--- src/rtl/rom_read_arbiter.sv ---
// rom_read_arbiter
//   Shares one synchronous ROM read port (1-cycle registered read) between
//   NUM_REQ requesters. Arbitration is round-robin by default; defining
//   ROM_ARB_FIXED_PRIO_EN selects fixed priority (lowest index wins) and
//   removes the round-robin pointer. One accept per clock, responses return
//   two cycles after accept, in accept order, tagged by a one-hot rsp_valid.
//
// Ports
//   clk        system clock, rising edge
//   rst_n      asynchronous active-low reset
//   req_valid  per-requester request valid
//   req_addr   packed addresses, requester i at [i*ADDR_W +: ADDR_W]
//   req_ready  one-hot grant (zero when nothing is valid or in reset)
//   rsp_valid  one-hot response tag, presented for exactly one cycle
//   rsp_data   shared read data (passthrough of rom_data)
//   rom_addr   registered ROM address
//   rom_data   ROM registered output
//   busy       a read is in flight in either pipeline stage
module rom_read_arbiter #(
    parameter int unsigned NUM_REQ = 4,
    parameter int unsigned ADDR_W  = 8,
    parameter int unsigned DATA_W  = 8
) (
    input  logic                      clk,
    input  logic                      rst_n,
    input  logic [NUM_REQ-1:0]        req_valid,
    input  logic [NUM_REQ*ADDR_W-1:0] req_addr,
    output logic [NUM_REQ-1:0]        req_ready,
    output logic [NUM_REQ-1:0]        rsp_valid,
    output logic [DATA_W-1:0]         rsp_data,
    output logic [ADDR_W-1:0]         rom_addr,
    input  logic [DATA_W-1:0]         rom_data,
    output logic                      busy
);

    localparam int unsigned ID_W = (NUM_REQ > 1) ? $clog2(NUM_REQ) : 1;
    localparam int          NREQ = int'(NUM_REQ);

    logic            grant_any;
    logic [ID_W-1:0] grant_id;

    logic            s1_valid_q;
    logic [ID_W-1:0] s1_id_q;
    logic            s2_valid_q;
    logic [ID_W-1:0] s2_id_q;

`ifdef ROM_ARB_FIXED_PRIO_EN
    // Scan high to low so the lowest valid index is the last one written.
    always_comb begin
        grant_any = 1'b0;
        grant_id  = '0;
        for (int i = NREQ - 1; i >= 0; i--) begin
            if (req_valid[i]) begin
                grant_any = 1'b1;
                grant_id  = ID_W'(i);
            end
        end
        if (!rst_n) begin
            grant_any = 1'b0;
        end
    end
`else
    logic [ID_W-1:0] last_grant_q;
    logic [ID_W-1:0] cand_id;
    int              cand;

    // Scan offsets far to near so the requester closest after last_grant wins.
    always_comb begin
        grant_any = 1'b0;
        grant_id  = '0;
        cand      = 0;
        cand_id   = '0;
        for (int k = NREQ; k >= 1; k--) begin
            cand = int'(last_grant_q) + k;
            if (cand >= NREQ) begin
                cand = cand - NREQ;
            end
            cand_id = ID_W'(cand);
            if (req_valid[cand_id]) begin
                grant_any = 1'b1;
                grant_id  = cand_id;
            end
        end
        if (!rst_n) begin
            grant_any = 1'b0;
        end
    end

    always_ff @(posedge clk or negedge rst_n) begin
        if (!rst_n) begin
            last_grant_q <= ID_W'(NUM_REQ - 1);
        end else if (grant_any) begin
            last_grant_q <= grant_id;
        end
    end
`endif

    always_comb begin
        req_ready = '0;
        if (grant_any) begin
            req_ready[grant_id] = 1'b1;
        end
    end

    // Stage 1 tracks the address being presented to the ROM; stage 2 lines up
    // with the ROM's registered output.
    always_ff @(posedge clk or negedge rst_n) begin
        if (!rst_n) begin
            rom_addr   <= '0;
            s1_valid_q <= 1'b0;
            s1_id_q    <= '0;
            s2_valid_q <= 1'b0;
            s2_id_q    <= '0;
        end else begin
            s2_valid_q <= s1_valid_q;
            s2_id_q    <= s1_id_q;
            s1_valid_q <= grant_any;
            if (grant_any) begin
                s1_id_q  <= grant_id;
                rom_addr <= req_addr[grant_id*ADDR_W +: ADDR_W];
            end
        end
    end

    always_comb begin
        rsp_valid = '0;
        if (s2_valid_q) begin
            rsp_valid[s2_id_q] = 1'b1;
        end
    end

    assign rsp_data = rom_data;
    assign busy     = s1_valid_q | s2_valid_q;

endmodule

--- config.mk ---
export PLATFORM = sky130hd
export DESIGN_NAME = rom_read_arbiter
export DESIGN_NICKNAME = d
export VERILOG_FILES = /design/src/rtl/rom_read_arbiter.sv
export SDC_FILE = /design/constraint.sdc
export NUM_CORES = 1
export LEC_CHECK = 0
export ABC_CLOCK_PERIOD_IN_PS = 4800
export BUFFER_PORTS_ARGS = -buffer_cell sky130_fd_sc_hd__buf_2
export CAP_MARGIN = 20
export CELL_PAD_IN_SITES_DETAIL_PLACEMENT = 0
export CELL_PAD_IN_SITES_GLOBAL_PLACEMENT = 1
export CORE_ASPECT_RATIO = 2
export CORE_MARGIN = 2
export CORE_UTILIZATION = 31
export CTS_CLUSTER_DIAMETER = 120
export CTS_CLUSTER_SIZE = 28
export DETAILED_ROUTE_END_ITERATION = 12
export GPL_TIMING_DRIVEN = 0
export PLACE_DENSITY = 0.82
export SETUP_SLACK_MARGIN = 0.3
export SLEW_MARGIN = 30
export SYNTH_ARGS = -nofsm -noshare
export SYNTH_HDL_FRONTEND = slang
export SYNTH_SLANG_ARGS = --single-unit
--- constraint.sdc ---
create_clock -name clk -period 4.8 [get_ports clk]
set_input_delay 1.2 -clock clk [delete_from_list [all_inputs] [get_ports clk]]
set_output_delay 1.2 -clock clk [all_outputs]
set_load 0.1 [all_outputs]
[Yosys cells after proc, flatten, opt, wreduce, memory -nomap -nowiden]
Index checks and enable logic that the tools add are counted.
Word-level totals
  flip-flop bits (word level): 16
  input port bits: 46
Cells by class
  add/subtract/negate cells: 8
  $lt $le $gt $ge: 12
  shift-type cells: 1
  muxes and demuxes: 27
  bitwise logic cells: 1
  reduce and logical (&&, ||, !) cells: 2
Operators by type and width (count)
  variable part select 32 x 6 -> 8 bit: 1
  less-than comparator 2 x 3 -> 1 bit, second input constant: 6
  2-to-1 mux 2 bit: 8
  2-to-1 mux 1 bit: 11
  greater-or-equal comparator 3 bit, second input constant: 3
  binary-select mux 1 bit (select 2 bit): 4
  2-to-1 mux 4 bit: 2
  subtractor 2 x 1 -> 2 bit, second input constant: 4
  adder 2 x 2 -> 3 bit, second input constant: 2
  adder 2 x 3 -> 4 bit, second input constant: 1
  demux 1 bit (select 2 bit): 2
  greater-or-equal comparator 2 x 1 -> 1 bit, second input constant: 2
  greater-or-equal comparator 4 x 3 -> 1 bit, second input constant: 1
  adder 2 x 1 -> 3 bit, second input constant: 1
  logical AND 1 bit: 2
  OR 1 bit: 1

[Longest topological paths before layout]
Gate-level depths: netlist of the first run.
  depth after elaboration: 14
  depth in mapped cells: 6
  depth with buffers taken out: 5

[Least setup slack after synthesis of the first run]
Ideal clock, no wire load.
  path kind: input -> output
  from: input port req_valid[2]
  to: output port req_ready[1]
  arrival: 3258 ps
  path slack: 342 ps
  cell stages on the path: 5
  path buffers: 1
  cell sequence: and2b_4 a21oi_4 o221ai_4 buf_6 nor2b_1
Between the ends
  longest elaborated chain between the ends: 11
  elaborated cells between the ends (all ways): 23
  classes of those cells: order compare: 2; mux: 20; reduce/logical: 1
RTL lines
  from (decl): line 26  | input logic [NUM_REQ-1:0] req_valid,
  binary-select mux 1 bit (select 2 bit): line 79  | if (req_valid[cand_id]) begin
  2-to-1 mux 1 bit (not written as such): line 79
  2-to-1 mux 2 bit (4 in a row): line 79
  less-than comparator 2 x 3 -> 1 bit (not written as such) or greater-or-equal comparator 2 x 1 -> 1 bit (tied branches): line 101  | req_ready[grant_id] = 1'b1;
  logical AND 1 bit (not written as such): line 101
  2-to-1 mux 1 bit (not written as such): line 101
  demux 1 bit (select 2 bit): line 101
  2-to-1 mux 4 bit (*): line 100  | if (grant_any) begin
  to (decl): line 28  | output logic [NUM_REQ-1:0] req_ready,
Every way passes the cells marked *; elsewhere a longest branch is shown, timed or not. The select of a mux whose other input is x is not followed.

[Worst setup path after layout of the first run]
  from: input port req_valid[2]
  to: output port req_ready[3]
Same word-level chain as after synthesis.

==> flow_summary.rst, run 1 <==
.. list-table::
   :header-rows: 1

   * - Metric
     - Value
   * - Outcome
     - complete, no violations
   * - Height of the die
     - 85.6 um
   * - CP endpoint kind
     - output port
   * - Biggest cell delay along the critical path
     - 0.42 ns
   * - Final worst path period need
     - 3.88 ns
   * - Most frequent cell on the critical path
     - sky130_fd_sc_hd__buf_2
   * - FMAX
     - 258 MHz
   * - Library cell occupying the most area in the post-synthesis netlist
     - sky130_fd_sc_hd__dfrtp_1
   * - Syn_nets
     - 142
   * - Overflow left after global routing
     - 0
   * - Share of the synthesized area in the top cell type
     - 0.339
   * - Depth of the worst hold-timing path
     - 0
   * - Count of distinct cell types in the synthesized netlist
     - 25
   * - Antenna fix cells
     - 0
   * - Clock tree from TritonCTS
     - built
   * - Signed area change from the synthesized netlist to the final layout
     - 39.2%
   * - Sum of negative setup slack
     - 0 ns
   * - Wirelength per Cell
     - 12.9 um
   * - Slowest library cell on the worst path
     - sky130_fd_sc_hd__buf_2
   * - List of cells traversed by the critical path
     - buf_2 -> and2b_4 -> a21oi_4 -> o221ai_4 -> buf_6 -> and3_1 -> buf_2
   * - Core area
     - 3190 sq um
   * - Vias per inst
     - 4.94
   * - Worst Path Buf+Inv
     - 3
   * - Worst Path Class, Setup
     - input port to output port
   * - Cell count after synthesis
     - 96
   * - Antenna violations before repair
     - 0
   * - Leak pwr
     - 0.769 nW
   * - Number of fill cells
     - 334
   * - Std cell rows
     - 29
   * - Flip-flop and latch count after synthesis
     - 16
   * - Worst clock skew
     - 0.00377 ns
   * - Post-synthesis instance area
     - 1030 sq um
   * - Violation count after the first detailed-route iteration
     - 13
   * - Proportion of layout cells with a drive suffix above 1
     - 0.562
   * - Portion of the post-synthesis area used by sequential elements
     - 0.390
   * - Post-detailed-routing wire length
     - 2500 um
   * - CP Launch Type
     - input port
   * - Endpoint of the worst hold path
     - s2_id_q[0]
   * - Min-Delay Startpoint
     - s1_id_q[0]
   * - Post-layout nets
     - 209
   * - R2R cell count
     - 6
   * - DIE WIDTH
     - 44.8 um
   * - Worst Hold Class
     - register to register
   * - Total of endpoints with negative setup slack in the final report
     - 0
   * - Post-DP HPWL
     - 2080 um
   * - Power density over cell area
     - 478 nW/um^2
   * - Critical register-to-register path endpoint
     - rom_addr[0]
   * - Hold Buf Count CTS
     - 0
   * - Clock Tree Root
     - sky130_fd_sc_hd__clkbuf_8
   * - Worst path arrival time
     - 2.68 ns
   * - Required time of the worst setup path
     - 3.60 ns
   * - Yosys warning total
     - 0
   * - Count of maximum capacitance violations
     - 0
   * - Detailed-route DRC error count
     - 0
   * - Total global routing track utilization
     - 0.139
   * - Number of buffers created by CTS
     - 3
   * - Final weighted congestion of routability-driven global placement
     - 0.726
   * - Total Power
     - 0.686 mW
   * - Max IR drop VDD
     - 0.306 mV
   * - Synth top area cells
     - sky130_fd_sc_hd__dfrtp_1 34%, sky130_fd_sc_hd__mux2i_1 16%, sky130_fd_sc_hd__o221ai_2 7.3%
   * - Unrepaired setup endpoints after global routing
     - no
   * - R2r setup slk
     - 3.00 ns
   * - Clock net sink count
     - 16
   * - Total number of vias
     - 953
   * - Area of combinational cells with multiple inputs
     - 517 sq um
   * - 1st-pass router iterations
     - 4
   * - Post-Synthesis Mean Instance Area
     - 10.8 sq um
   * - H-Tree Level Count
     - 1
   * - Number of buffers inserted by post-CTS setup repair
     - 0
   * - Maximum clock insertion buffer count
     - 2
   * - Cells resized by post-CTS repair
     - 0
   * - Worst-Skew Late Latency
     - 0.24 ns
   * - Post-route fraction of the period consumed by the critical path
     - 0.809
   * - Slew at the pin closest to its max-slew limit
     - 0.497 ns
   * - Largest delay share family, worst path
     - buffers and inverters
   * - Max FO, Critical Path
     - 10
   * - Number of buffers added on ports
     - 62
   * - Launch instance of the worst register-to-register path
     - last_grant_q[1]
   * - Pin count of the biggest net entering global routing
     - 18
   * - Starting Density
     - 0.323
   * - Tightest slew margin relative to the limit
     - 0.671
   * - Count of antenna-violating nets left after detailed routing
     - 0
   * - Area of all sequential standard cells
     - 403 sq um
   * - Number of ports placed on the die boundary
     - 71
   * - Clock-pin transition on the worst setup and hold timing paths
     - 0.06 ns
   * - First-pass GRT wire length
     - 4060 um
   * - Full die area
     - 3840 sq um
   * - Count of final hold-check violations
     - 0
   * - Number of slew-limit violations in the final report
     - 0
   * - Via count of the first global-routing pass
     - 988
-- area by class of cell --
| class | instances | share of cell area |
|---|---|---|
| tap | 31 | 0.0270 |
| buffer | 13 | 0.0732 |
| timing repair buffer | 62 | 0.216 |
| multi-input combinational | 65 | 0.360 |
| inverter | 2 | 0.00523 |
| clock buffer | 4 | 0.0383 |
| sequential | 16 | 0.280 |
-- where the power goes --
part	switching, mW	leakage (nW)	internal [mW]	total, mW
Combinational	0.293	0.551	0.0917	0.385
Clock	0.0433	0.0288	0.0726	0.116
Sequential	0.0193	0.190	0.166	0.185
Total	0.356	0.769	0.330	0.686
-- metal layers --
metal	vias to the layer above	routed length, um	track usage
met5	-	0	0
met3	2	164	0.0168
li1	467	-	-
met4	0	25	0.0668
met1	445	882	0.142
met2	39	1430	0.261
-- how the worst max path moves through the flow --
stage	start	endpoint	slack, ns	cells past startpoint
2_1_floorplan	req_valid[2]	req_ready[1]	0.34	5
3_3_place_gp	rst_n	req_ready[2]	0.89	7
3_5_place_dp	rst_n	req_ready[2]	0.87	7
4_1_cts	rst_n	req_ready[2]	0.87	7
5_1_grt	rst_n	req_ready[2]	0.74	7
6_report	req_valid[2]	req_ready[3]	0.92	7
-- synthesized netlist by cell type --
cell	n
sky130_fd_sc_hd__o221ai_4	1
sky130_fd_sc_hd__nand2_1	15
sky130_fd_sc_hd__or2_2	1
sky130_fd_sc_hd__and3_1	2
sky130_fd_sc_hd__nor3b_1	1
sky130_fd_sc_hd__clkbuf_1	1
sky130_fd_sc_hd__o41ai_4	1
sky130_fd_sc_hd__and2b_4	1
sky130_fd_sc_hd__o221ai_1	3
sky130_fd_sc_hd__a21oi_1	3
sky130_fd_sc_hd__a21oi_4	1
sky130_fd_sc_hd__buf_2	2
sky130_fd_sc_hd__nand2b_1	4
sky130_fd_sc_hd__inv_2	1
sky130_fd_sc_hd__nor2b_1	1
sky130_fd_sc_hd__nor2_1	8
sky130_fd_sc_hd__o221ai_2	5
sky130_fd_sc_hd__a31oi_1	1
sky130_fd_sc_hd__buf_6	1
sky130_fd_sc_hd__mux2i_1	17
sky130_fd_sc_hd__inv_1	1
sky130_fd_sc_hd__buf_4	8
sky130_fd_sc_hd__dfrtp_1	14
sky130_fd_sc_hd__dfstp_2	2
sky130_fd_sc_hd__buf_12	1
-- cell families after synthesis --
logic type,synth area share
flip-flops,0.390
multiplexers,0.165
AO/OA/AOI/OAI,0.187
AND/OR/NAND/NOR,0.149
buffers and inverters,0.109
-- layout by cell type (no fill, tap or decap) --
cell / Yosys / final
sky130_fd_sc_hd__o221ai_4: 1 / 1
sky130_fd_sc_hd__o221ai_2: 5 / 5
sky130_fd_sc_hd__dfstp_2: 2 / 2
sky130_fd_sc_hd__a31oi_1: 1 / 1
sky130_fd_sc_hd__clkbuf_8: 0 / 4
sky130_fd_sc_hd__nor2_1: 8 / 8
sky130_fd_sc_hd__nand2b_1: 4 / 4
sky130_fd_sc_hd__clkbuf_1: 1 / 1
sky130_fd_sc_hd__buf_4: 8 / 8
sky130_fd_sc_hd__inv_1: 1 / 1
sky130_fd_sc_hd__a21oi_4: 1 / 1
sky130_fd_sc_hd__o41ai_4: 1 / 1
sky130_fd_sc_hd__nand2_1: 15 / 15
sky130_fd_sc_hd__o221ai_1: 3 / 3
sky130_fd_sc_hd__nor3b_1: 1 / 1
sky130_fd_sc_hd__buf_12: 1 / 1
sky130_fd_sc_hd__and3_1: 2 / 2
sky130_fd_sc_hd__inv_2: 1 / 1
sky130_fd_sc_hd__and2b_4: 1 / 1
sky130_fd_sc_hd__mux2i_1: 17 / 17
sky130_fd_sc_hd__nor2b_1: 1 / 1
sky130_fd_sc_hd__a21oi_1: 3 / 3
sky130_fd_sc_hd__or2_2: 1 / 1
sky130_fd_sc_hd__dfrtp_1: 14 / 14
sky130_fd_sc_hd__buf_2: 2 / 64
sky130_fd_sc_hd__buf_6: 1 / 1
-- per-stage QoR --
| stage | cells | util | area [sq um] | hold WS [ns] | worst slack [ns] |
|---|---|---|---|---|---|
| 2_1_floorplan | 96 | - | 1030 | 0.346 | 0.342 |
| 3_3_place_gp | 189 | 0.433 | 1380 | 0.355 | 0.894 |
| 3_5_place_dp | 189 | 0.433 | 1380 | 0.364 | 0.873 |
| 4_1_cts | 193 | 0.450 | 1440 | 0.378 | 0.870 |
| 5_1_grt | 193 | 0.450 | 1440 | 0.402 | 0.742 |
| 6_report | 193 | 0.450 | 1440 | 0.374 | 0.918 |
-- flip-flops by register name, indices dropped and copies added (netlist names) --
signal	flops
rom_addr	8
s1_valid_q	1
s2_valid_q	1
last_grant_q	2
s1_id_q	2
s2_id_q	2
Power figures use the tool's default switching activity.
==> run 2: changes to the inputs <==
--- a/config.mk
+++ b/config.mk
@@ -5,19 +5,19 @@
 export SDC_FILE = /design/constraint.sdc
 export NUM_CORES = 1
 export LEC_CHECK = 0
-export ABC_CLOCK_PERIOD_IN_PS = 4800
+export ABC_CLOCK_PERIOD_IN_PS = 3400
 export BUFFER_PORTS_ARGS = -buffer_cell sky130_fd_sc_hd__buf_2
 export CAP_MARGIN = 20
 export CELL_PAD_IN_SITES_DETAIL_PLACEMENT = 0
 export CELL_PAD_IN_SITES_GLOBAL_PLACEMENT = 1
 export CORE_ASPECT_RATIO = 2
 export CORE_MARGIN = 2
-export CORE_UTILIZATION = 31
+export CORE_UTILIZATION = 26
 export CTS_CLUSTER_DIAMETER = 120
 export CTS_CLUSTER_SIZE = 28
 export DETAILED_ROUTE_END_ITERATION = 12
 export GPL_TIMING_DRIVEN = 0
-export PLACE_DENSITY = 0.82
+export PLACE_DENSITY = 0.73
 export SETUP_SLACK_MARGIN = 0.3
 export SLEW_MARGIN = 30
 export SYNTH_ARGS = -nofsm -noshare
==> constraint.sdc (replaced) <==
create_clock -name clk -period 3.4 [get_ports clk]
set_input_delay 0.85 -clock clk [delete_from_list [all_inputs] [get_ports clk]]
set_output_delay 0.85 -clock clk [all_outputs]
set_load 0.1 [all_outputs]
==> run 2 against run 1 <==
  * Design area grew 4.2%
  * Cell count grew 10%
  * Utilization shrank 6.1 points
  * Sequential share of layout area shrank 1.1 points
  * Via count shrank 0.52%
  * Die area grew 18%
  * Clock skew shrank 0.0025 ns
  * Clock power grew 39%
  * Critical path depth is the same
==> flow_summary.rst, run 2 (synthesis gave the netlist of run 1 again) <==
.. list-table::
   :header-rows: 1

   * - Metric
     - Value
   * - Total number of vias
     - 948 (-0.52%)
   * - Worst path arrival time
     - 2.19 ns (-0.49 ns)
   * - Unrepaired setup endpoints after global routing
     - yes
   * - Clock net sink count
     - 16 (unchanged)
   * - R2R cell count
     - 6 (unchanged)
   * - Overflow left after global routing
     - 0 (unchanged)
   * - Count of maximum capacitance violations
     - 0 (unchanged)
   * - Final setup slack of the worst path
     - 0.364 ns (-0.553 ns)
   * - Clock-pin transition on the worst setup and hold timing paths
     - 0.06 ns (about the same)
   * - Std cell rows
     - 32 (+10%)
   * - Post-DP HPWL
     - 2160 um (+3.8%)
   * - Worst clock skew
     - 0.00125 ns (-0.00252 ns)
   * - Area of combinational cells with multiple inputs
     - 531 sq um (+2.7%)
   * - Starting Density
     - 0.269 (-0.0547)
   * - Tightest slew margin relative to the limit
     - 0.675 (+0.00420)
   * - Signed area change from the synthesized netlist to the final layout
     - 45.0%
   * - CP Launch Type
     - input port
   * - Core area
     - 3840 sq um (+20%)
   * - Height of the die
     - 93.1 um (+8.8%)
   * - Number of standard cells in the final layout excluding fillers
     - 213 (+10%)
   * - Placed Cells
     - 209 (+11%)
   * - Number of ports placed on the die boundary
     - 71 (unchanged)
   * - Number of buffers added on ports
     - 62 (unchanged)
   * - DIE WIDTH
     - 48.6 um (+8.4%)
   * - Post-layout nets
     - 209 (unchanged)
   * - Sum of negative setup slack
     - 0 ns (unchanged)
   * - Pin count of the biggest net entering global routing
     - 18 (unchanged)
   * - Vias per inst
     - 4.45 (-9.9%)
   * - Violation count after the first detailed-route iteration
     - 4 (-9)
   * - Required time of the worst setup path
     - 2.55 ns (-1.05 ns)
   * - Full die area
     - 4520 sq um (+18%)
   * - Final worst path period need
     - 3.04 ns
   * - Worst Hold Slack
     - 0.369 ns (-0.00485 ns)
   * - Outcome
     - complete, no violations
   * - Antenna fix cells
     - 0 (unchanged)
   * - Count of final hold-check violations
     - 0 (unchanged)
   * - Worst Hold Class
     - register to register
   * - Launch instance of the worst register-to-register path
     - last_grant_q[1]
   * - Launching instance or port of the critical path
     - req_valid[2]
   * - CP endpoint kind
     - output port
   * - Worst slack at placement
     - 0.163 ns (-0.711 ns)
   * - Final weighted congestion of routability-driven global placement
     - 0.752 (+3.5%)
   * - FMAX
     - 329 MHz
   * - Post-route fraction of the period consumed by the critical path
     - 0.893
   * - Number of slew-limit violations in the final report
     - 0 (unchanged)
   * - H-Tree Level Count
     - 1 (unchanged)
   * - Hold Buf Count CTS
     - 0 (unchanged)
   * - Post-detailed-routing wire length
     - 2560 um (+2.6%)
   * - Power density over cell area
     - 654 nW/um^2 (+37%)
   * - Count of antenna-violating nets left after detailed routing
     - 0 (unchanged)
   * - Number of buffers inserted by post-CTS setup repair
     - 0 (unchanged)
   * - Number of buffers created by CTS
     - 3 (unchanged)
   * - Proportion of layout cells with a drive suffix above 1
     - 0.593 (+0.0309)
   * - R2r setup slk
     - 1.62 ns (-1.38 ns)
   * - Most frequent cells in the layout
     - 57 x sky130_fd_sc_hd__buf_2, 17 x sky130_fd_sc_hd__mux2i_1, 15 x sky130_fd_sc_hd__nand2_1
   * - Min-Delay Startpoint
     - s1_valid_q
   * - Maximum clock insertion buffer count
     - 2 (unchanged)
   * - Total of endpoints with negative setup slack in the final report
     - 0 (unchanged)
   * - Detailed-route DRC error count
     - 0 (unchanged)
   * - Clock tree from TritonCTS
     - built
   * - Via count of the first global-routing pass
     - 968 (-2.0%)
   * - Endpoint of the worst hold path
     - s2_valid_q
   * - Wirelength per Cell
     - 12.0 um (-7.0%)
   * - Area of all sequential standard cells
     - 403 sq um (unchanged)
   * - Register with the highest flop count
     - rom_addr
   * - Antenna violations before repair
     - 0 (unchanged)
   * - Leak pwr
     - 0.776 nW (+0.86%)
   * - 1st-pass router iterations
     - 3 (-1)
   * - Number of fill cells
     - 422 (+26%)
   * - Max FO, Critical Path
     - 10 (unchanged)
   * - Slew at the pin closest to its max-slew limit
     - 0.487 ns (-0.00972 ns)
   * - Critical register-to-register path endpoint
     - rom_addr[1]
   * - Depth of the worst hold-timing path
     - 0 (unchanged)
   * - Clock Tree Root
     - sky130_fd_sc_hd__clkbuf_8
   * - Total global routing track utilization
     - 0.116 (-0.0227)
   * - Worst Path Class, Setup
     - input port to output port
   * - First-pass GRT wire length
     - 4180 um (+3.1%)
   * - Worst-Skew Late Latency
     - 0.24 ns (about the same)
   * - Most common cell after layout, fill and taps aside
     - sky130_fd_sc_hd__buf_2
   * - Flip-flop count of the largest register after layout
     - 8 (unchanged)
   * - Max IR drop VDD
     - 0.342 mV (+12%)
run 2: worst max path at each step:
stage | end | slack (ns) | cells past startpoint
detailed placement | req_ready[2] | 0.16 | 7
finish | req_ready[1] | 0.36 | 7
CTS | req_ready[2] | 0.29 | 7
global placement | req_ready[2] | 0.18 | 7
floorplan | req_ready[1] | 0.16 | 5
global route | req_ready[2] | 0.28 | 7
run 2: routing by layer:
metal  GRT usage  up-vias  share of wire
met5           0        -              0
met3      0.0192        2          0.057
met2       0.236       34           0.60
li1            -      462              -
met1       0.114      450           0.34
met4      0.0429        0         0.0082
run 2: stage by stage:
step	total power, mW	util	instance area, sq um
after floorplan	0.717	-	1050
final	0.978	0.389	1500
after CTS	0.990	0.386	1490
after detailed placement	0.821	0.369	1420
after global placement	0.810	0.369	1420
after global routing	1.02	0.389	1500
run 2: cell type report:
class / count / area share
Clock buffer: 4 / 0.0368
Timing Repair Buffer: 62 / 0.218
Multi-Input combinational cell: 65 / 0.355
Tap cell: 51 / 0.0426
Inverter: 2 / 0.00502
Buffer: 13 / 0.0736
Sequential cell: 16 / 0.269
run 2: worst max-delay path, cell delays in order:
cell                       delay [ns]
sky130_fd_sc_hd__buf_2           0.13
sky130_fd_sc_hd__and2b_4         0.27
sky130_fd_sc_hd__a21oi_4         0.04
sky130_fd_sc_hd__o221ai_4        0.25
sky130_fd_sc_hd__buf_6           0.21
sky130_fd_sc_hd__nor2b_2         0.15
sky130_fd_sc_hd__buf_4           0.29
run 2: power by group:
part / switching (mW) / internal (mW) / total (mW)
Sequential: 0.0281 / 0.234 / 0.262
Combinational: 0.418 / 0.137 / 0.555
Clock: 0.0583 / 0.102 / 0.161
Total: 0.505 / 0.473 / 0.978
run 2: repair_timing:
action                                  in CTS  in global routing
cloned                                       0                  0
gates resized for setup                      4                  4
endpoints found under the hold margin        0                  0
endpoints found under the setup margin       4                  4
==> run 3: changes to the inputs <==
--- a/config.mk
+++ b/config.mk
@@ -5,19 +5,20 @@
 export SDC_FILE = /design/constraint.sdc
 export NUM_CORES = 1
 export LEC_CHECK = 0
-export ABC_CLOCK_PERIOD_IN_PS = 3400
+export ABC_AREA = 1
 export BUFFER_PORTS_ARGS = -buffer_cell sky130_fd_sc_hd__buf_2
 export CAP_MARGIN = 20
 export CELL_PAD_IN_SITES_DETAIL_PLACEMENT = 0
 export CELL_PAD_IN_SITES_GLOBAL_PLACEMENT = 1
 export CORE_ASPECT_RATIO = 2
 export CORE_MARGIN = 2
-export CORE_UTILIZATION = 26
+export CORE_UTILIZATION = 27
 export CTS_CLUSTER_DIAMETER = 120
 export CTS_CLUSTER_SIZE = 28
 export DETAILED_ROUTE_END_ITERATION = 12
 export GPL_TIMING_DRIVEN = 0
-export PLACE_DENSITY = 0.73
+export PLACE_DENSITY = 0.75
+export RECOVER_POWER = 50
 export SETUP_SLACK_MARGIN = 0.3
 export SLEW_MARGIN = 30
 export SYNTH_ARGS = -nofsm -noshare
==> run 3 against run 2 <==
  * Wire length grew 26%
  * Largest cell class unchanged
  * Cell count grew 48%
  * Critical endpoint is now req_ready[0]
  * Sequential share of layout area shrank 6.2 points
  * Setup slack better by 0.0055 ns
==> flow_summary.rst, run 3 <==
.. list-table::
   :header-rows: 1

   * - Metric
     - Value
   * - Core area
     - 4600 sq um (+20%)
   * - Yosys warning total
     - 0 (unchanged)
   * - Count of maximum capacitance violations
     - 0 (unchanged)
   * - Count of distinct cell types in the synthesized netlist
     - 24 (-4.0%)
   * - Violation count after the first detailed-route iteration
     - 8 (+4)
   * - Largest delay share family, worst path
     - simple AND/OR/NAND/NOR gates
   * - Maximum clock insertion buffer count
     - 2 (unchanged)
   * - Full die area
     - 5400 sq um (+19%)
   * - Most frequent cells in the layout
     - 54 x sky130_fd_sc_hd__nand2_1, 53 x sky130_fd_sc_hd__buf_2, 30 x sky130_fd_sc_hd__inv_1
   * - Syn_nets
     - 235 (+65%)
   * - Post-detailed-routing wire length
     - 3230 um (+26%)
   * - Portion of the post-synthesis area used by sequential elements
     - 0.311 (-0.0792)
   * - Most frequent cell on the critical path
     - sky130_fd_sc_hd__nand2_1
   * - Worst Hold Slack
     - 0.371 ns (+0.00207 ns)
   * - First-pass GRT wire length
     - 5180 um (+24%)
   * - Most instantiated library cell after synthesis
     - sky130_fd_sc_hd__nand2_1
   * - Crit path depth
     - 10 (+3)
   * - Sum of negative setup slack
     - 0 ns (unchanged)
   * - Worst Path Buf+Inv
     - 4 (+1)
   * - Most common cell after layout, fill and taps aside
     - sky130_fd_sc_hd__nand2_1
   * - Number of ports placed on the die boundary
     - 71 (unchanged)
   * - Final weighted congestion of routability-driven global placement
     - 0.851 (+13%)
   * - Post-layout nets
     - 307 (+47%)
   * - Total of endpoints with negative setup slack in the final report
     - 0 (unchanged)
   * - Tightest slew margin relative to the limit
     - 0.218 (-0.457)
   * - Std cell rows
     - 35 (+9.4%)
   * - Final worst path period need
     - 3.03 ns (-0.00547 ns)
   * - Post-DP HPWL
     - 2750 um (+27%)
   * - Post-route fraction of the period consumed by the critical path
     - 0.891 (-0.00161)
   * - Cell count after synthesis
     - 189 (+97%)
   * - Required time of the worst setup path
     - 2.55 ns (about the same)
   * - Unrepaired setup endpoints after global routing
     - yes
   * - Clock tree from TritonCTS
     - built
   * - Main synth FF type
     - sky130_fd_sc_hd__dfrtp_1
   * - Post-synth top cells
     - 58 x sky130_fd_sc_hd__nand2_1, 34 x sky130_fd_sc_hd__inv_1, 23 x sky130_fd_sc_hd__nand3_1
   * - CP Launch Type
     - register
   * - Overflow left after global routing
     - 0 (unchanged)
   * - Vias per inst
     - 4.39 (-1.4%)
   * - List of cells traversed by the critical path
     - buf_8 -> inv_6 -> nand2_2 -> nand2_1 -> and2_4 -> nand2_1 -> nand2_1 -> buf_6 -> nor3_4 -> buf_12
   * - H-Tree Level Count
     - 1 (unchanged)
   * - Worst path arrival time
     - 2.18 ns (about the same)
   * - Pin count of the biggest net entering global routing
     - 18 (unchanged)
   * - Wirelength per Cell
     - 10.3 um (-15%)
   * - Worst Hold Class
     - register to register
   * - Via count of the first global-routing pass
     - 1,275 (+32%)
   * - Number of synthesized flops with an enable pin
     - 0 (unchanged)
   * - Number of fill cells
     - 527 (+25%)
   * - Biggest cell delay along the critical path
     - 0.53 ns (+0.24 ns)
   * - Critical register-to-register path endpoint
     - rom_addr[0]
   * - Slowest library cell on the worst path
     - sky130_fd_sc_hd__dfstp_2
   * - Launching instance or port of the critical path
     - last_grant_q[0]
   * - Worst Path Class, Setup
     - register to output port
   * - CP endpoint kind
     - output port
   * - Post-Synthesis Mean Instance Area
     - 6.85 sq um (-36%)
   * - Max FO, Critical Path
     - 10 (unchanged)
   * - R2R cell count
     - 10 (+4)
   * - Flip-flop count of the largest register after layout
     - 8 (unchanged)
   * - Antenna violations before repair
     - 0 (unchanged)
   * - Worst-Skew Late Latency
     - 0.24 ns (about the same)
   * - Count of antenna-violating nets left after detailed routing
     - 0 (unchanged)
   * - Clock-pin transition on the worst setup and hold timing paths
     - 0.06 ns (about the same)
   * - Antenna fix cells
     - 0 (unchanged)
   * - Clock Tree Root
     - sky130_fd_sc_hd__clkbuf_8
   * - 1st-pass router iterations
     - 3 (unchanged)
   * - Flip-flop and latch count after synthesis
     - 16 (unchanged)
   * - Height of the die
     - 102 um (+9.5%)
   * - Number of buffers added on ports
     - 62 (unchanged)
   * - Outcome
     - complete, no violations
   * - Cell area after placement
     - 1740 sq um (+22%)
   * - Final setup slack of the worst path
     - 0.370 ns (+0.00547 ns)
   * - Synth top area cells
     - sky130_fd_sc_hd__dfrtp_1 27%, sky130_fd_sc_hd__nand2_1 17%, sky130_fd_sc_hd__inv_1 9.9%
   * - Slew at the pin closest to its max-slew limit
     - 1.18 ns (+0.690 ns)
   * - Worst clock skew
     - 0.00293 ns (+0.00168 ns)
   * - Launch instance of the worst register-to-register path
     - last_grant_q[0]
   * - FMAX
     - 330 MHz (+0.18%)
   * - Total global routing track utilization
     - 0.124 (+0.00763)
   * - Post-synthesis instance area
     - 1290 sq um (+25%)
   * - Proportion of layout cells with a drive suffix above 1
     - 0.496 (-0.0964)
   * - R2r setup slk
     - 1.19 ns (-0.43 ns)
   * - Number of slew-limit violations in the final report
     - 0 (unchanged)
   * - Library cell occupying the most area in the post-synthesis netlist
     - sky130_fd_sc_hd__dfrtp_1
   * - Hold Buf Count CTS
     - 0 (unchanged)
   * - Total number of vias
     - 1,383 (+46%)
   * - Clock net sink count
     - 16 (unchanged)
   * - Share of the synthesized area in the top cell type
     - 0.271 (-0.0689)
   * - Post-route cell area
     - 1940 sq um (+30%)
   * - Register with the highest flop count
     - rom_addr
   * - Number of buffers created by CTS
     - 3 (unchanged)
   * - End of the critical path
     - req_ready[0]
   * - DIE WIDTH
     - 53.0 um (+9.1%)
   * - Worst slack at placement
     - 0.0725 ns (-0.0900 ns)
   * - Count of final hold-check violations
     - 0 (unchanged)
   * - Async set-or-reset flop fraction in the synthesized netlist
     - 1.00 (unchanged)
   * - Detailed-route DRC error count
     - 0 (unchanged)
   * - Starting Density
     - 0.282 (+0.0131)
   * - Signed area change from the synthesized netlist to the final layout
     - 49.9%
-- run 3: worst min path at each step --
stage / slack (ns) / cells after the start / startpoint / end
final: 0.37 / 0 / s1_valid_q / s2_valid_q
after global routing: 0.40 / 0 / s1_valid_q / s2_valid_q
after CTS: 0.37 / 0 / s1_valid_q / s2_valid_q
after detailed placement: 0.36 / 0 / s1_valid_q / s2_valid_q
after global placement: 0.35 / 0 / s1_valid_q / s2_valid_q
after floorplan: 0.35 / 0 / s1_valid_q / s2_valid_q
-- run 3: through the flow --
step,cells,util
6_report,315,0.422
4_1_cts,310,0.396
2_1_floorplan,189,-
3_3_place_gp,306,0.378
5_1_grt,315,0.422
3_5_place_dp,306,0.378
-- run 3: logic make-up after synthesis --
kind of cell	after synthesis	synth area share
and+or+nand+nor	112	0.417
buffers and inverters	52	0.199
DFF	16	0.311
AOI/OAI and AO/OA	9	0.0725
-- run 3: routing by layer --
metal  up-vias  GRT usage  part of all wire
met2        43      0.262              0.61
met5         -          0                 0
met3         2     0.0146             0.052
met4         0     0.0237            0.0031
li1        710          -                 -
met1       628      0.119              0.33
-- run 3: cell type report --
class / instances / area, sq um / area share
Inverter: 40 / 160 / 0.0825
Multi-Input combinational cell: 121 / 734 / 0.378
Sequential cell: 16 / 403 / 0.208
Timing Repair Buffer: 67 / 402 / 0.207
Buffer: 12 / 118 / 0.0606
Clock buffer: 4 / 55.1 / 0.0284
Tap cell: 55 / 68.8 / 0.0355
-- run 3: repair_timing --
action | 4_1_cts | 5_1_grt
gates resized for setup | 9 | 21
buffers inserted | 0 | 5
pin swaps | 0 | 7
setup endpoints to repair | 4 | 4
cloned | 0 | 0
-- run 3: worst reg2reg max path, delay by kind of cell (launching register included) --
| family | cells | cell delay (ns) |
|---|---|---|
| flip-flops | 1 | 0.53 |
| buffers and inverters | 2 | 0.21 |
| AND/OR/NAND/NOR | 8 | 1.39 |
Power of run 3 is left out: the tool's default activity adds up to more than one toggle a clock period on the data nets, which glitch-free logic cannot reach.
